<file path="config.mk">
export PLATFORM = sky130hd
export DESIGN_NAME = led_pattern_seq
export DESIGN_NICKNAME = d
export VERILOG_FILES = /design/src/rtl/led_pattern_seq.sv
export SDC_FILE = /design/constraint.sdc
export NUM_CORES = 1
export LEC_CHECK = 0
export ABC_AREA = 0
export BUFFER_PORTS_ARGS = -buffer_cell sky130_fd_sc_hd__buf_2
export CORE_ASPECT_RATIO = 0.5
export CORE_MARGIN = 2
export CORE_UTILIZATION = 57
export DETAILED_ROUTE_END_ITERATION = 7
export PLACE_DENSITY = 0.81
export SLEW_MARGIN = 5
export SYNTH_ARGS = -nofsm -noshare
export SYNTH_HDL_FRONTEND = slang
export SYNTH_SLANG_ARGS = --single-unit
</file>
<file path="constraint.sdc">
create_clock -name CLK -period 3 [get_ports CLK]
set_input_delay 0.75 -clock CLK [delete_from_list [all_inputs] [get_ports CLK]]
set_output_delay 0.75 -clock CLK [all_outputs]
set_load 0.03 [all_outputs]
</file>
<file path="src/rtl/led_pattern_seq.sv">
// Programmable blink-pattern player. A PATTERN_W-bit on/off pattern is latched
// on LOAD and shifted out MSB-first on LED, one bit per step period. The step
// period is DIV = CLK_HZ/STEP_HZ clock cycles, produced by an internal
// prescaler. Playback is one-shot (DONE pulse at the end) or repeating, and
// can be paused with ENABLE. All outputs are registered.
module led_pattern_seq #(
  parameter int CLK_HZ    = 16000000,
  parameter int STEP_HZ   = 8,
  parameter int PATTERN_W = 32
) (
  input  logic                 CLK,
  input  logic                 RST_N,
  input  logic [PATTERN_W-1:0] PATTERN_IN,
  input  logic                 LOAD,
  input  logic                 REPEAT,
  input  logic                 ENABLE,
  output logic                 LED,
  output logic                 BUSY,
  output logic                 DONE
);

  localparam int DIV     = CLK_HZ / STEP_HZ;
  localparam int IDX_W   = (PATTERN_W > 1) ? $clog2(PATTERN_W) : 1;
  localparam int PRESC_W = (DIV > 1) ? $clog2(DIV) : 1;

  localparam logic [IDX_W-1:0]   IDX_MAX   = IDX_W'(PATTERN_W - 1);
  localparam logic [PRESC_W-1:0] PRESC_MAX = PRESC_W'((DIV > 0) ? DIV - 1 : 0);

  if (DIV < 1) begin : g_div_check
    $error("led_pattern_seq: CLK_HZ/STEP_HZ must be at least 1");
  end

  if (PATTERN_W < 2) begin : g_width_check
    $error("led_pattern_seq: PATTERN_W must be at least 2");
  end

  typedef enum logic {
    S_IDLE = 1'b0,
    S_PLAY = 1'b1
  } state_t;

  state_t               state;
  logic [PATTERN_W-1:0] pat;
  logic [IDX_W-1:0]     idx;
  logic [PRESC_W-1:0]   presc;
  logic                 led_q;
  logic                 busy_q;
  logic                 done_q;

  // Playback FSM: LOAD restarts from the MSB and outranks the step tick; the
  // LED register is loaded with the bit that becomes current on each edge so
  // the output never depends combinationally on the inputs.
  always_ff @(posedge CLK or negedge RST_N) begin
    if (!RST_N) begin
      state  <= S_IDLE;
      pat    <= '0;
      idx    <= IDX_MAX;
      presc  <= '0;
      led_q  <= 1'b0;
      busy_q <= 1'b0;
      done_q <= 1'b0;
    end else begin
      done_q <= 1'b0;
      if (LOAD) begin
        pat    <= PATTERN_IN;
        idx    <= IDX_MAX;
        presc  <= '0;
        state  <= S_PLAY;
        led_q  <= PATTERN_IN[PATTERN_W-1];
        busy_q <= 1'b1;
      end else if (state == S_PLAY && ENABLE) begin
        if (presc == PRESC_MAX) begin
          presc <= '0;
          if (idx != '0) begin
            idx   <= idx - 1'b1;
            led_q <= pat[idx - 1'b1];
          end else if (REPEAT) begin
            idx   <= IDX_MAX;
            led_q <= pat[PATTERN_W-1];
          end else begin
            idx    <= IDX_MAX;
            state  <= S_IDLE;
            led_q  <= 1'b0;
            busy_q <= 1'b0;
            done_q <= 1'b1;
          end
        end else begin
          presc <= presc + 1'b1;
        end
      end
    end
  end

  assign LED  = led_q;
  assign BUSY = busy_q;
  assign DONE = done_q;

endmodule

</file>
Word-level counts from Yosys, hierarchy flattened --
Index checks and enable logic that the tools add are counted.
Operators by class: add/sub/neg operators 2, mux-type cells 24, magnitude comparators 1, eq/ne operators 3, reduce and logical (&&, ||, !) cells 6
Operators with widths (count):
- $mux W21 | 3
- $add A21 B1 Y21 const B | 1
- $eq A21 B21 Y1 const B | 1
- $mux W5 | 4
- $mux W1 | 16
- $lt A5 B6 Y1 const B | 1
- $bmux W1 S5 | 1
- $reduce_bool A5 Y1 | 1
- $sub A5 B1 Y5 const B | 1
- $ne A2 B2 Y1 const B | 2
- $reduce_and A4 Y1 | 1
- $reduce_bool A2 Y1 | 2
- $reduce_and A2 Y1 | 1
- $logic_and A1 B1 Y1 | 1
Storage, ports and cells: logic and storage cells 42, bits in registers 61, output and inout bits 3, bits of input ports 37

Depth between registers and ports, before layout --
Gate-level depths: netlist (run 1).
depth after elaboration 7, depth in mapped cells 9, depth with buffers taken out 7

Worst setup path before layout (run 1) --
OpenSTA, ideal clock, no wires.
path type reg-to-reg, start reg idx[0], end reg led_q (netlist: LED), path buffers 2, stages on the path, launching flop included 10, arrival time 2.214 ns, setup time 0.128 ns, clock period less this slack 2.342 ns, required time 2.872 ns, setup slack 0.658 ns, cells stage by stage dfstp_2 buf_6 inv_1 ha_1 clkbuf_2 mux4_2 mux2i_1 nor3_1 nor4_1 a21oi_1
On the way: longest elaborated chain between the ends 7, elaborated cells on any way between the ends 8, those cells by class add/sub (1); mux (6); reduce/logical (1)
Ends and longest elaborated chain:
- start, declared | RTL line 44 | logic [IDX_W-1:0] idx;
- start signal, assigned | RTL line 75 | idx <= idx - 1'b1;
- $sub A5 B1 Y5 | RTL line 76 | led_q <= pat[idx - 1'b1];
- $bmux W1 S5 | RTL line 76
- $mux W1 (implied by the code) | RTL line 76
- $mux W1 * | RTL line 74 | if (idx != '0) begin
- $mux W1 * | RTL line 72 | if (presc == PRESC_MAX) begin
- $mux W1 * | RTL line 71 | end else if (state == S_PLAY && ENABLE) begin
- $mux W1 * | RTL line 64 | if (LOAD) begin
- end signal, assigned | RTL line 69 | led_q <= PATTERN_IN[PATTERN_W-1];
- end signal, assigned | RTL line 76
- end signal, assigned | RTL line 79 | led_q <= pat[PATTERN_W-1];
- end, declared | RTL line 46 | logic led_q;
Mark *: on every way between the ends. The rest lies on a longest branch, timed or not. The select of a mux whose other input is x is not followed. A chain may end at the register's enable or synchronous reset.

Worst setup path after layout (run 1) --
start reg idx[1], end reg led_q (netlist: LED)
The elaborated chain is that of the path after synthesis.

==> results of run 1 <==
-- layer usage --
layer	track usage, %	vias up	wire length [um]
met4	6.68	0	55
met1	27.9	1018	2620
met3	7.67	5	254
met2	35.9	32	2800
met5	0	-	0
li1	-	996	-
-- worst max-delay path, stage by stage, from the launching register on --
cell     delay (ns)
dfstp_2        0.55
inv_1          0.04
ha_1           0.51
mux4_2         0.57
mux2i_1        0.20
nor3_1         0.07
nor4_1         0.27
a21oi_1        0.11
-- synth_stat cells, drive strengths merged, types with 2 or more instances --
master and count:
nand4 3, a21o 2, mux2 32, ha 2, and4 2, nand2 18
mux2i 3, xnor2 13, nand3 10, dfrtp 56, nor4 6, or2 2
dfstp 5, nor3 11, clkbuf 5, buf 8, and2 3, a31oi 2
a21oi 7, inv 5, or3 6, o21ai 7, nor2 22, xor2 5
mux4 9
-- area by class of cell --
class | instances | area [um2]
fillers | 399 | 1580
flip-flops and latches | 61 | 1530
multi-input cells | 176 | 1380
repair buffers | 43 | 225
clock buffers | 10 | 128
well taps | 70 | 87.6
clock inverters | 6 | 40.0
inverters | 5 | 18.8
-- power by group through the flow --
stage	logic (W)	registers, W	clock network [W]
2_1_floorplan	0.000164	0.000913	0
3_3_place_gp	0.000223	0.000917	0
3_5_place_dp	0.000236	0.000920	0
4_1_cts	0.000237	0.000904	0.000645
5_1_grt	0.000255	0.000911	0.000680
6_report	0.000233	0.000905	0.000621
-- registers in the layout, indices dropped and copies added, names as in the netlist --
signal  cells
presc      21
idx         5
pat        32
BUSY        1
LED         1
DONE        1
-- cell families (layout without fill, tap and decap cells) --
| kind of cell | after synthesis | count (layout) | share of synthesized area [%] |
|---|---|---|---|
| AND/OR/NAND/NOR | 88 | 88 | 15.2 |
| flip-flops | 61 | 61 | 51.1 |
| multiplexers | 44 | 44 | 19.8 |
| AO/OA/AOI/OAI | 24 | 24 | 5.05 |
| XOR/XNOR | 18 | 18 | 5.25 |
| buffers and inverters | 18 | 64 | 2.79 |
| adder cells (fa/ha/maj) | 2 | 2 | 0.834 |
-- path summary, 6_finish.rpt --
| kind | end | cells after the start | startpoint | slack (ns) |
|---|---|---|---|---|
| worst max-delay path | LED$_DFFE_PN0P_ | 7 | idx[1]$_DFFE_PN1P_ | 0.56 |
| worst min-delay path | pat[5]$_DFFE_PN0P_ | 1 | RST_N | 0.34 |
| worst max register to register | LED$_DFFE_PN0P_ | 7 | idx[1]$_DFFE_PN1P_ | 0.56 |
| worst min register to register | pat[19]$_DFFE_PN0P_ | 1 | pat[19]$_DFFE_PN0P_ | 0.51 |
| max in group asynchronous | idx[4]$_DFFE_PN1P_ | 2 | RST_N | 1.95 |
| min in group CLK | pat[19]$_DFFE_PN0P_ | 1 | pat[19]$_DFFE_PN0P_ | 0.51 |
-- through the flow --
stage                     total power [W]  hold WS [ns]  util (%)
after detailed placement          0.00116         0.495      65.0
after global placement            0.00114         0.486      65.0
after floorplan                   0.00108         0.454         -
after CTS                         0.00179         0.341      68.3
after global routing              0.00185         0.354      68.3
final                             0.00176         0.342      68.3
==> reports/qor.yml, run 1 <==
layout_commonest_cell: "dfrtp_1"
die_w_um: 107
wl_um: 5730
grt_pass1_vias: 2135
die_h_um: 55.3
cts.sink_count: 61
grt_usage_pct: 22.0
drive_gt1_share_pct: 36.2
path_clk_slew_ns: 0.07
grt_max_degree: 25
numCtsBuffers: 9
status: "complete, no violations"
place_area_um2: 3250
gp_congestion: 0.849
port_buffers: 39
dp.cells: 355
nets: 335
hpwl_um: 4150
layout_common_cells: "dfrtp_1 (56), buf_2 (39), mux2_2 (32)"
hold_buffers: 0
post-route-drc-count: 0
cts-resized-gates: 0
p_int_w: 0.00130
ioPinCount: 40
power.density_nw_per_um2: 515
worst_pin_slew_ns: 0.669
relSlewSlack_pct: 55.4
tns_ns: 0
power_switching_w: 0.000458
netlist_top_cells_area: "dfrtp_1 (47%), mux2_2 (12%), mux4_2 (6.8%), dfstp_2 (4.4%), xnor2_1 (3.8%)"
rows: 18
p_comb_share_pct: 13.2
synth.net_count: 294
design_area_um2: 3420
ys_ff_latch: 61
crit_type: "reg -> reg"
stdcell_count: 371
netlist.area_leader.share_pct: 46.7
min_path_type: "in -> async"
yosys_warnings: 0
cp_max_fo: 9
htreeDepth: 3
grt_pass1_wl_um: 9940
peakVddDrop_mv: 0.372
initial_utilization_pct: 60.0
clockPowerShare_pct: 35.3
syn_area_um2: 3000
synth_cell_types: 45
avgSynthCellArea_um2: 11.8
cap_violations: 0
ys.flop_type: "dfrtp_1"
drtAntennaViolNets: 0
dieArea_um2: 5900
seq_power_share_pct: 51.5
power_switching_share_pct: 26.0
wl_per_cell_um: 15.4
yosysTopAreaCell: "dfrtp_1"
leakage_nw: 1.41
startpoint_type: "flop"
clockBufferDepth: 2
crit_path_end_kind: "flop"
finalWorstSetupSlack_ns: 0.556
syn2layout_area_growth_pct: 13.8
min_period_ns: 2.44
synth_cells: 255
post-route-period-util_pct: 81.5
critPathArrivalTime_ns: 2.66
grt.overflow.total: 0
synth_edf_count: 0
synth-seq-area-share_pct: 51.1
dr_total_vias: 2051
grt_antenna_before_repair: 0
async_reset_ff_share_pct: 100
final.setup_skew_ns: 0.00591
cts_setup_buffers: 0
max_freq_mhz: 409
clockRootBuffer: "clkbuf_8"
cts_tree: "yes"
diodes: 0
cp.required_ns: 3.22
worstSkewPairLatency_ns: 0.34
routed_via_density: 5.53
rsz0062_at_grt: "no"
coreArea_um2: 5000
dp_slack_ns: 0.579
setup_viol: 0
drt-initial-drc-count: 101
final_max_slew_viol_count: 0
first_pass_iters: 4
hold_violations: 0
Note: power is estimated with default switching activity, not from simulation.
==> inputs of run 2 (changes only) <==
--- a/config.mk
+++ b/config.mk
@@ -9,9 +9,9 @@
 export BUFFER_PORTS_ARGS = -buffer_cell sky130_fd_sc_hd__buf_2
 export CORE_ASPECT_RATIO = 0.5
 export CORE_MARGIN = 2
-export CORE_UTILIZATION = 57
+export CORE_UTILIZATION = 52
 export DETAILED_ROUTE_END_ITERATION = 7
-export PLACE_DENSITY = 0.81
+export PLACE_DENSITY = 0.78
 export SLEW_MARGIN = 5
 export SYNTH_ARGS = -nofsm -noshare
 export SYNTH_HDL_FRONTEND = slang
==> constraint.sdc (replaced) <==
create_clock -name CLK -period 2.2 [get_ports CLK]
set_input_delay 0.55 -clock CLK [delete_from_list [all_inputs] [get_ports CLK]]
set_output_delay 0.55 -clock CLK [all_outputs]
set_load 0.03 [all_outputs]
==> reports/qor.yml, run 2 (synthesis results as in run 1) <==
highest_layer: "met4"
initial_utilization_pct: 54.4
cap_violations: 0
final_max_slew_viol_count: 0
grt_max_degree: 42
cts.sink_count: 61
place_area_um2: 3290
ioPinCount: 40
rsz0062_at_grt: "no"
grt_antenna_before_repair: 0
min_period_ns: 2.07
max_freq_mhz: 484
clockPowerShare_pct: 46.4
worst_pin_slew_ns: 0.536
hpwl_um: 4300
first_pass_iters: 4
diodes: 0
path_clk_slew_ns: 0.05
final_core_util_pct: 65.1
peakVddDrop_mv: 0.587
seq_power_share_pct: 42.3
port_buffers: 39
syn2layout_area_growth_pct: 19.7
coreArea_um2: 5520
relSlewSlack_pct: 64.0
clockBufferDepth: 2
setup_viol: 0
die_h_um: 57.7
dieArea_um2: 6430
power.density_nw_per_um2: 814
min_path_type: "in -> async"
post-route-drc-count: 0
cp.required_ns: 2.40
wl_met1_um: 2650
die_w_um: 111
reg.largest.list: "pat x32, presc x21, idx x5"
top_register: "pat"
leakage_nw: 1.50
cts_tree: "yes"
power_switching_w: 0.000670
final.setup_skew_ns: 0.00226
gp_congestion: 0.825
drt-initial-drc-count: 98
clockRootBuffer: "clkbuf_16"
dp_slack_ns: -0.0364
wl_per_cell_um: 16.4
critPathArrivalTime_ns: 2.27
largest_reg_flops: 32
layout_common_cells: "dfrtp_1 (56), buf_2 (39), mux2_2 (32)"
p_comb_share_pct: 11.3
crit_path_end_kind: "flop"
dr_total_vias: 2142
post-route-period-util_pct: 93.9
drtAntennaViolNets: 0
met3_length_um: 268
tns_ns: 0
power_w: 0.00292
startpoint_type: "flop"
design_area_um2: 3590
grt_pass1_wl_um: 10400
nets: 338
layout_commonest_cell: "dfrtp_1"
multi_input_area_um2: 1400
fillCellCount: 427
grt.overflow.total: 0
routed_via_density: 5.68
crit_type: "reg -> reg"
cp_max_fo: 9
htreeDepth: 3
grt_pass1_vias: 2240
drive_gt1_share_pct: 37.5
finalWorstSetupSlack_ns: 0.135
status: "complete, no violations"
wl_um: 6170
rows: 19
hold_violations: 0
seq_area_um2: 1530
p_int_w: 0.00225
grt_usage_pct: 20.9
worstSkewPairLatency_ns: 0.32
numCtsBuffers: 9
power_switching_share_pct: 22.9
wl_met2_um: 3180
[run 2: cell count changes in the layout (fill, tap and decap cells not counted), sizes merged]
cell | previous run | this run
clkinv | 2 | 5
bufinv | 0 | 1
buf | 43 | 46
clkinvlp | 4 | 1
clkbuf | 10 | 9
[run 2: area by class of cell]
cell class                      count  share of cell area [%]
Clock buffer                        9                    6.27
Clock inverter                      7                    1.85
Inverter                            5                   0.523
Multi-Input combinational cell    176                    38.9
Sequential cell                    61                    42.7
Tap cell                           73                    2.54
Timing Repair Buffer               46                    7.25
[run 2: path summary, 6_finish.rpt]
path | slack (ns) | end | cells after the start | start
worst max-delay path | 0.13 | LED$_DFFE_PN0P_ | 7 | idx[1]$_DFFE_PN1P_
max in group asynchronous | 1.39 | idx[3]$_DFFE_PN1P_ | 2 | RST_N
worst max register to register | 0.13 | LED$_DFFE_PN0P_ | 7 | idx[1]$_DFFE_PN1P_
worst min-delay path | 0.18 | pat[8]$_DFFE_PN0P_ | 1 | RST_N
worst min register to register | 0.50 | pat[17]$_DFFE_PN0P_ | 1 | pat[17]$_DFFE_PN0P_
min in group CLK | 0.46 | pat[3]$_DFFE_PN0P_ | 2 | PATTERN_IN[3]
[run 2: power groups by stage]
stage	Clock (W)	Combinational [W]	Sequential, W
final	0.00136	0.000330	0.00124
after global routing	0.00143	0.000362	0.00125
after CTS	0.00138	0.000325	0.00124
after detailed placement	0	0.000321	0.00126
after global placement	0	0.000302	0.00126
after floorplan	0	0.000232	0.00124
[run 2: per-stage QoR]
| step | cells | hold slack [ns] |
|---|---|---|
| final | 377 | 0.179 |
| after global routing | 377 | 0.207 |
| after CTS | 377 | 0.186 |
| after detailed placement | 361 | 0.494 |
| after global placement | 361 | 0.488 |
| after floorplan | 255 | 0.254 |
[run 2: worst max-delay path, stage by stage (launching register included)]
cell	delay, ns
dfstp_2	0.54
inv_1	0.06
ha_4	0.34
mux4_2	0.51
mux2i_1	0.15
nor3_1	0.06
nor4_1	0.18
a21oi_1	0.10
[run 2: timing repair]
| item | CTS | global route |
|---|---|---|
| buffers inserted | 0 | 0 |
| gates resized for setup | 1 | 1 |
| hold buffers | 0 | 0 |
| endpoints found under the setup margin | 1 | 1 |
[run 2: metal layers]
metal	vias up	global-route usage [%]
met1	1079	24.7
met5	-	0
li1	1005	-
met2	51	37.6
met4	0	6.88
met3	7	6.28
==> inputs of run 3 (changes only) <==
--- a/config.mk
+++ b/config.mk
@@ -9,9 +9,9 @@
 export BUFFER_PORTS_ARGS = -buffer_cell sky130_fd_sc_hd__buf_2
 export CORE_ASPECT_RATIO = 0.5
 export CORE_MARGIN = 2
-export CORE_UTILIZATION = 52
+export CORE_UTILIZATION = 45
 export DETAILED_ROUTE_END_ITERATION = 7
-export PLACE_DENSITY = 0.78
+export PLACE_DENSITY = 0.69
 export SLEW_MARGIN = 5
 export SYNTH_ARGS = -nofsm -noshare
 export SYNTH_HDL_FRONTEND = slang
==> reports/qor.yml, run 3 (synthesis results as in run 1) <==
clockRootBuffer: "clkbuf_16"
worst_pin_slew_ns: 0.553
post-route-drc-count: 0
min_path_type: "in -> async"
startpoint_type: "flop"
critPathArrivalTime_ns: 2.38
drtAntennaViolNets: 0
die_h_um: 61.7
clockBufferDepth: 2
cts.sink_count: 61
grt_usage_pct: 19.0
status: "complete, no violations"
cp_max_fo: 9
die_w_um: 119
fin_hold_ws_ns: 0.212
design_area_um2: 3640
cap_violations: 0
grt_pass1_vias: 2164
place_area_um2: 3310
hold_violations: 0
gp_congestion: 0.810
hpwl_um: 4250
reg.largest.list: "pat x32, presc x21, idx x5"
relSlewSlack_pct: 62.9
dr_total_vias: 2123
cts_tree: "yes"
port_buffers: 39
min_period_ns: 2.18
worstSkewPairLatency_ns: 0.33
crit_type: "reg -> reg"
numCtsBuffers: 9
routed_via_density: 5.42
dp.cells: 376
leakage_nw: 1.51
wl_per_cell_um: 15.3
setup_viol: 0
peakVddDrop_mv: 0.623
largest_reg_flops: 32
diodes: 0
final_core_util_pct: 58.3
rsz0062_at_grt: "yes"
cts_setup_buffers: 0
initial_utilization_pct: 48.0
coreArea_um2: 6260
cp.required_ns: 2.40
final.setup_skew_ns: 0.00396
grt_max_degree: 38
grt.overflow.total: 0
syn2layout_area_growth_pct: 21.5
crit_path_end_kind: "flop"
grt_antenna_before_repair: 0
path_clk_slew_ns: 0.05
nets: 338
ioPinCount: 40
dieArea_um2: 7380
grt_pass1_wl_um: 10400
power.density_nw_per_um2: 849
stdcell_count: 392
post-route-period-util_pct: 98.9
max_freq_mhz: 460
rows: 20
layout_commonest_cell: "dfrtp_1"
wl_um: 5980
top_register: "pat"
drt-initial-drc-count: 71
layout_common_cells: "dfrtp_1 (56), buf_2 (39), mux2_2 (32)"
htreeDepth: 3
fillCellCount: 535
first_pass_iters: 4
drive_gt1_share_pct: 37.5
final_max_slew_viol_count: 0
-- run 3: what timing repair did --
action                                  CTS  global route
resized for setup                         2             1
hold endpoints to repair                  0             0
hold buffers                              0             0
endpoints found under the setup margin    1             1
-- run 3: critical path, stage by stage (launching register included) --
cell and delay (ns):
dfstp_2 0.56, inv_2 0.05, ha_4 0.33, mux4_2 0.52
mux2i_1 0.17, nor3_1 0.06, nor4_1 0.24, a21oi_1 0.11
-- run 3: layout make-up --
type                    instances  area (um2)  area share [%]
multi-input cells             176        1400            38.3
inverters                       5        18.8           0.515
clock inverters                 4        70.1            1.92
flip-flops and latches         61        1530            42.1
clock buffers                  12         256            7.04
repair buffers                 46         260            7.14
well taps                      88         110            3.02
-- run 3: metal layers --
layer,vias up,share of wire (%),global-route usage (%)
li1,1004,-,-
met4,0,1.1,9.58
met1,1073,45,23.0
met5,-,0,0
met3,9,4.0,6.30
met2,37,50,31.9
-- run 3: report_power, final --
group | total, W | leakage (nW) | internal, W | switching (W)
Clock | 0.00153 | 0.163 | 0.00105 | 0.000478
Sequential | 0.00124 | 0.753 | 0.00120 | 0.0000431
Combinational | 0.000329 | 0.598 | 0.000190 | 0.000139
-- run 3: path summary, 6_finish.rpt --
check,from,endpoint,slack (ns),cells past startpoint
setup / recovery,idx[1]$_DFFE_PN1P_,LED$_DFFE_PN0P_,0.02,7
hold / removal,RST_N,pat[12]$_DFFE_PN0P_,0.21,1
setup reg to reg,idx[1]$_DFFE_PN1P_,LED$_DFFE_PN0P_,0.02,7
hold reg to reg,pat[16]$_DFFE_PN0P_,pat[16]$_DFFE_PN0P_,0.50,1
max in group asynchronous,RST_N,idx[2]$_DFFE_PN1P_,1.34,2
min in group CLK,PATTERN_IN[18],pat[18]$_DFFE_PN0P_,0.45,2
-- run 3: through the flow --
stage | setup slack, ns | TNS, ns | power (W)
final | 0.0249 | 0 | 0.00310
after global routing | -0.0753 | -0.0753 | 0.00322
after CTS | 0.0826 | 0 | 0.00313
after detailed placement | -0.0992 | -0.0992 | 0.00158
after global placement | 0.0353 | 0 | 0.00156
after floorplan | 0.00358 | 0 | 0.00148
